$ cat config.mk
export PLATFORM = sky130hd
export DESIGN_NAME = dvp_pattern_tx
export DESIGN_NICKNAME = d
export VERILOG_FILES = /design/src/rtl/dvp_pattern_tx.sv
export SDC_FILE = /design/constraint.sdc
export NUM_CORES = 1
export LEC_CHECK = 0
export CAP_MARGIN = 20
export CORE_MARGIN = 4
export CORE_UTILIZATION = 31
export DETAILED_ROUTE_END_ITERATION = 10
export HOLD_SLACK_MARGIN = 0.03
export PLACE_DENSITY = 0.49
export SKIP_LAST_GASP = 1
export SLEW_MARGIN = 30
export SYNTH_ARGS = -nofsm -noshare
export SYNTH_HDL_FRONTEND = slang
export SYNTH_SLANG_ARGS = --single-unit
export TNS_END_PERCENT = 10
$ cat constraint.sdc
create_clock -name clk -period 4.7 [get_ports clk]
set_clock_uncertainty 0.2 [all_clocks]
set_input_delay 0.94 -clock clk [delete_from_list [all_inputs] [get_ports clk]]
set_output_delay 0.94 -clock clk [all_outputs]
set_load 0.005 [all_outputs]
$ cat src/rtl/dvp_pattern_tx.sv
// Synthetic OV7670-style DVP source: pclk = clk/2, vsync/href/data change on pclk falls.
// Optional macro DVP_TX_INC_PATTERN_EN adds the incrementing pattern on pattern_sel=1.
`timescale 1ns/1ps
module dvp_pattern_tx #(
    parameter int H_ACTIVE    = 40,
    parameter int V_ACTIVE    = 30,
    parameter int H_BLANK     = 16,
    parameter int VSYNC_LINES = 3,
    parameter int V_BACK      = 2,
    parameter int V_FRONT     = 2
) (
    input  logic        clk,
    input  logic        reset_n,
    input  logic        enable,
    input  logic [1:0]  pattern_sel,
    input  logic [15:0] solid_rgb565,
    output logic        cam_pclk,
    output logic        cam_vsync,
    output logic        cam_href,
    output logic [7:0]  cam_dat,
    output logic        frame_done,
    output logic [15:0] frame_count
);

    typedef enum logic [2:0] {
        S_IDLE, S_VSYNC, S_VBACK, S_ACTIVE, S_VFRONT
    } state_t;

    localparam logic [11:0] HA_TC  = 12'(2 * H_ACTIVE - 1);
    localparam logic [11:0] HB_TC  = 12'(H_BLANK - 1);
    localparam logic [11:0] VS_TC  = 12'(VSYNC_LINES - 1);
    localparam logic [11:0] VB_TC  = 12'(V_BACK - 1);
    localparam logic [11:0] VA_TC  = 12'(V_ACTIVE - 1);
    localparam logic [11:0] VF_TC  = 12'(V_FRONT - 1);
    localparam logic [11:0] BAR_TC = 12'(H_ACTIVE / 8 - 1);

    state_t      state_q, state_d;
    logic        ph_q;
    logic        hb_q, hb_d;          // 1 while in the horizontal blank part of a line
    logic [11:0] hcnt_q, hcnt_d;      // byte index (active part) or blank tick index
    logic [11:0] line_q, line_d;      // line index within the current state
    logic [2:0]  bar_q, bar_d;
    logic [11:0] barpx_q, barpx_d;
    logic [1:0]  pat_q;
    logic [15:0] solid_q;
    logic        vsync_q, href_q, done_q;
    logic [7:0]  dat_q;
    logic [15:0] fcnt_q;

    logic        line_end, latch, done_d, href_d, vsync_d;
    logic [11:0] line_tc;
    logic [15:0] pix;
    logic [7:0]  byte_sel, dat_d;

    function automatic logic [15:0] bar_rgb(input logic [2:0] idx);
        case (idx)
            3'd0:    bar_rgb = 16'hFFFF;
            3'd1:    bar_rgb = 16'hFFE0;
            3'd2:    bar_rgb = 16'h07FF;
            3'd3:    bar_rgb = 16'h07E0;
            3'd4:    bar_rgb = 16'hF81F;
            3'd5:    bar_rgb = 16'hF800;
            3'd6:    bar_rgb = 16'h001F;
            default: bar_rgb = 16'h0000;
        endcase
    endfunction

    always_comb begin
        case (state_q)
            S_VSYNC:  line_tc = VS_TC;
            S_VBACK:  line_tc = VB_TC;
            S_ACTIVE: line_tc = VA_TC;
            default:  line_tc = VF_TC;
        endcase
    end

    // Next position/state; outputs are registered from these next values so
    // they appear on the very tick that enters a position.
    always_comb begin
        state_d  = state_q;
        hb_d     = hb_q;
        hcnt_d   = hcnt_q;
        line_d   = line_q;
        bar_d    = bar_q;
        barpx_d  = barpx_q;
        done_d   = 1'b0;
        latch    = 1'b0;
        line_end = hb_q && (hcnt_q == HB_TC);

        if (state_q == S_IDLE) begin
            if (enable) begin
                state_d = S_VSYNC;
                hb_d    = 1'b0;
                hcnt_d  = 12'd0;
                line_d  = 12'd0;
                latch   = 1'b1;
            end
        end else begin
            if (!hb_q && (hcnt_q == HA_TC)) begin
                hb_d   = 1'b1;
                hcnt_d = 12'd0;
            end else if (line_end) begin
                hb_d   = 1'b0;
                hcnt_d = 12'd0;
            end else begin
                hcnt_d = hcnt_q + 12'd1;
            end

            if (line_end) begin
                if (line_q == line_tc) begin
                    line_d = 12'd0;
                    case (state_q)
                        S_VSYNC:  state_d = (V_BACK == 0) ? S_ACTIVE : S_VBACK;
                        S_VBACK:  state_d = S_ACTIVE;
                        S_ACTIVE: begin
                            state_d = (V_FRONT == 0) ? S_IDLE : S_VFRONT;
                            done_d  = (V_FRONT == 0);
                        end
                        default: begin
                            state_d = S_IDLE;
                            done_d  = 1'b1;
                        end
                    endcase
                end else begin
                    line_d = line_q + 12'd1;
                end
            end
        end

        // Bar tracking: advance on the first byte of each new pixel.
        if ((state_d == S_ACTIVE) && !hb_d) begin
            if (hcnt_d == 12'd0) begin
                bar_d   = 3'd0;
                barpx_d = 12'd0;
            end else if (!hcnt_d[0]) begin
                if (barpx_q == BAR_TC) begin
                    bar_d   = bar_q + 3'd1;
                    barpx_d = 12'd0;
                end else begin
                    barpx_d = barpx_q + 12'd1;
                end
            end
        end
    end

    always_comb begin
        pix = solid_q;
        if (pat_q == 2'd0) pix = bar_rgb(bar_d);
        byte_sel = hcnt_d[0] ? pix[7:0] : pix[15:8];
`ifdef DVP_TX_INC_PATTERN_EN
        if (pat_q == 2'd1) byte_sel = hcnt_d[7:0] + line_d[7:0];
`endif
        vsync_d = (state_d == S_VSYNC);
        href_d  = (state_d == S_ACTIVE) && !hb_d;
        dat_d   = href_d ? byte_sel : 8'h00;
    end

    always_ff @(posedge clk or negedge reset_n) begin
        if (!reset_n) begin
            ph_q    <= 1'b0;
            state_q <= S_IDLE;
            hb_q    <= 1'b0;
            hcnt_q  <= 12'd0;
            line_q  <= 12'd0;
            bar_q   <= 3'd0;
            barpx_q <= 12'd0;
            pat_q   <= 2'd0;
            solid_q <= 16'd0;
            vsync_q <= 1'b0;
            href_q  <= 1'b0;
            dat_q   <= 8'd0;
            done_q  <= 1'b0;
            fcnt_q  <= 16'd0;
        end else begin
            ph_q   <= ~ph_q;
            done_q <= 1'b0;
            if (ph_q) begin
                state_q <= state_d;
                hb_q    <= hb_d;
                hcnt_q  <= hcnt_d;
                line_q  <= line_d;
                bar_q   <= bar_d;
                barpx_q <= barpx_d;
                vsync_q <= vsync_d;
                href_q  <= href_d;
                dat_q   <= dat_d;
                done_q  <= done_d;
                if (latch) begin
                    pat_q   <= pattern_sel;
                    solid_q <= solid_rgb565;
                end
                if (done_d) fcnt_q <= fcnt_q + 16'd1;
            end
        end
    end

    assign cam_pclk    = ph_q;
    assign cam_vsync   = vsync_q;
    assign cam_href    = href_q;
    assign cam_dat     = dat_q;
    assign frame_done  = done_q;
    assign frame_count = fcnt_q;

endmodule

==> flow_summary.yaml <==
outcome:
  status: "finished, final reports clean"
cts:
  path_clk_slew_ps: 70
  cts_buffer_depth: 2
  root_buffer: "clkbuf_16"
  cts_sinks: 89
  worstSkewPairLatency_ps: 350
  post_cts_buffers: 0
  cts_max_level: 3
  cts_tree: "yes"
  ctsResizeCount: 0
  numCtsBuffers: 9
  cts_hold_buf: 0
synthesis:
  syn_nets: 520
  synthArstFlopShare: 1.00
  syn_area_um2: 4780
  ys_ff_latch: 89
  synthTopCellsByArea: "dfrtp_1, mux2_2, nand2_1"
  postSynthAreaPerCell_um2: 9.70
  yosys.area.top_type: "dfrtp_1"
  synth-edff-count: 0
  synthCells: 493
  synth_ff_type: "dfrtp_1"
  ys_seq_area_frac: 0.466
  ys_types: 61
  synth_top_area_share: 0.466
  ys.warnings.count: 0
run:
  maxCapViolations: 0
layout:
  layout.nets: 564
  fill_cells: 1466
  post-route-util: 0.382
  design_area_um2: 5790
  layout-drive-gt1-share: 0.114
  area_delta_synth_final_pct: 21.0
  n_antenna_cell: 0
  final_cells: 730
timing:
  timing_hold_violations_final: 0
  fin_crit_ps: 3950
  finalCritPeriodShare: 0.841
  setup_slack_ps: 746
  timing.fmax_mhz: 253
  fin_hold_ws_ps: 255
  setup-violations-final: 0
  rsz0062_at_grt: "no"
  setup_tns_ps: 0
  worst-slew-pin-transition_ps: 828
  slew_violations: 0
  slew_headroom: 0.443
die:
  die_h_um: 132
  rows: 45
  start_util: 0.316
  die_w_um: 132
  coreArea_um2: 15100
  die_area_um2: 17500
  pin_count: 49
drt:
  drtIter0Drc: 263
  wl_per_cell_um: 15.5
  avgViaCountPerCell: 5.27
  drc_errors: 0
  vias: 3845
  wirelength_um: 11300
  drt_pass1_iterations: 7
  ant_nets: 0
critical_path:
  worstSetupPathType: "flip-flop to flip-flop"
  cp-end-kind: "flip-flop"
  arrival_ps: 3990
  required_ps: 4740
  critPathMaxFanout: 13
  crit_path_start_kind: "flip-flop"
  ff2ff_setup_slack_ps: 750
place:
  placedCellCount: 713
  dpl_worst_slack_ps: 657
  port_buffers: 48
  placed_area_um2: 5450
  finalWeightedCongestion: 0.898
  dp_hpwl_um: 7870
power_and_ir_drop:
  fin_total_pwr_mw: 2.23
  leakagePower_nw: 2.45
  power_density_nw_per_um2: 386
  ir_drop_mv: 0.179
global_routing:
  grt_max_degree: 65
  grtUsageTotal: 0.135
  grt_pass1_wl_um: 19400
  grt_overflow: 0
  antenna_found_initial: 0
  grt_pass1_vias: 3860
hold_path:
  min_path_type: "primary input to asynchronous set/reset pin"
## cells in the final DEF (no fill, tap or decap), drive strengths merged, types with 9 or more instances in the layout
cell           Yosys  final
clkbuf            18     11
nor2              26     26
and3              16     16
dfrtp             89     89
nand2             54     54
inv               11     13
clkdlybuf4s50      0     47
nor3              10     10
xor2               9      9
nand4             10     10
nand3             24     24
xnor2             15     15
buf                6     10
mux2              27     27
a21oi             17     17
o21ai             40     40
a22o              14     14
nand2b             9      9
## cells by family (layout without fill, tap and decap cells)
family | count (synthesis) | after routing | synth area share
simple gates | 199 | 199 | 0.220
compound gates | 108 | 108 | 0.149
flops | 89 | 89 | 0.466
buf+inv | 35 | 84 | 0.0303
mux | 32 | 32 | 0.0756
xor+xnor | 24 | 24 | 0.0439
fa+ha+maj | 6 | 6 | 0.0157
## metal layers
metal / part of all wire / vias to the layer above / track usage
met1: 0.47 / 1854 / 0.178
met2: 0.45 / 86 / 0.210
met4: 0.024 / 0 / 0.0618
met3: 0.048 / 19 / 0.0305
met5: 0 / - / 0
li1: - / 1886 / -
## worst max-delay path, stage by stage, from the launching register on
cell and delay (ps):
dfrtp_1 510, ha_1 390, nand3_1 270, or4_1 660, nand2_1 330, o221ai_1 200, a211oi_2 340, or2_2 320
nor2_1 160, buf_4 190, mux2_2 250
## cell usage after synthesis, types with 3 or more instances
master / instances
a21oi_1: 17
a22o_1: 14
a31oi_1: 7
and2_1: 7
and3_1: 16
and4_1: 4
buf_2: 4
clkbuf_1: 17
dfrtp_1: 89
ha_1: 6
inv_1: 11
mux2_2: 26
mux2i_1: 4
nand2_1: 54
nand2b_1: 9
nand3_1: 24
nand4_1: 10
nor2_1: 26
nor2b_1: 8
nor3_1: 9
nor4_1: 7
o21ai_0: 39
o22ai_1: 3
o2bb2ai_1: 3
o31ai_1: 3
o41ai_1: 3
or2_2: 3
or3_1: 8
or4_1: 3
xnor2_1: 15
xor2_1: 9
## report_power, final
group          internal, mW  leakage, nW  switching [mW]
sequential            0.873         1.13           0.123
clock                 0.431        0.143           0.322
combinational         0.233         1.17           0.250
total                  1.54         2.45           0.696
## final cells by class
type / instances / area [um^2] / area share
Timing Repair Buffer: 57 / 566 / 0.0978
Tap cell: 188 / 235 / 0.0407
Clock inverter: 5 / 62.6 / 0.0108
Multi-Input combinational cell: 369 / 2410 / 0.417
Clock buffer: 11 / 243 / 0.0420
Sequential cell: 89 / 2230 / 0.385
Inverter: 11 / 41.3 / 0.00714
## state kept, by name, summed over array words and instances (netlist names)
register,cells
bar_q,3
barpx_q,12
cam_dat,8
cam_href,1
cam_pclk,1
cam_vsync,1
frame_count,16
frame_done,1
hb_q,1
hcnt_q,12
line_q,12
pat_q,2
solid_q,16
state_q,3
## worst paths after layout
path | start | to | cells after the start
max in group asynchronous | reset_n | bar_q[1]$_DFFE_PN0P_ | 2
worst min register to register | frame_count[15]$_DFFE_PN0P_ | frame_count[15]$_DFFE_PN0P_ | 1
worst min-delay path | reset_n | frame_count[13]$_DFFE_PN0P_ | 1
min in group clk | frame_count[15]$_DFFE_PN0P_ | frame_count[15]$_DFFE_PN0P_ | 1
worst max register to register | hcnt_q[0]$_DFFE_PN0P_ | barpx_q[0]$_DFFE_PN0P_ | 10
worst max-delay path | hcnt_q[0]$_DFFE_PN0P_ | barpx_q[0]$_DFFE_PN0P_ | 10
Power figures use the tool's default switching activity.
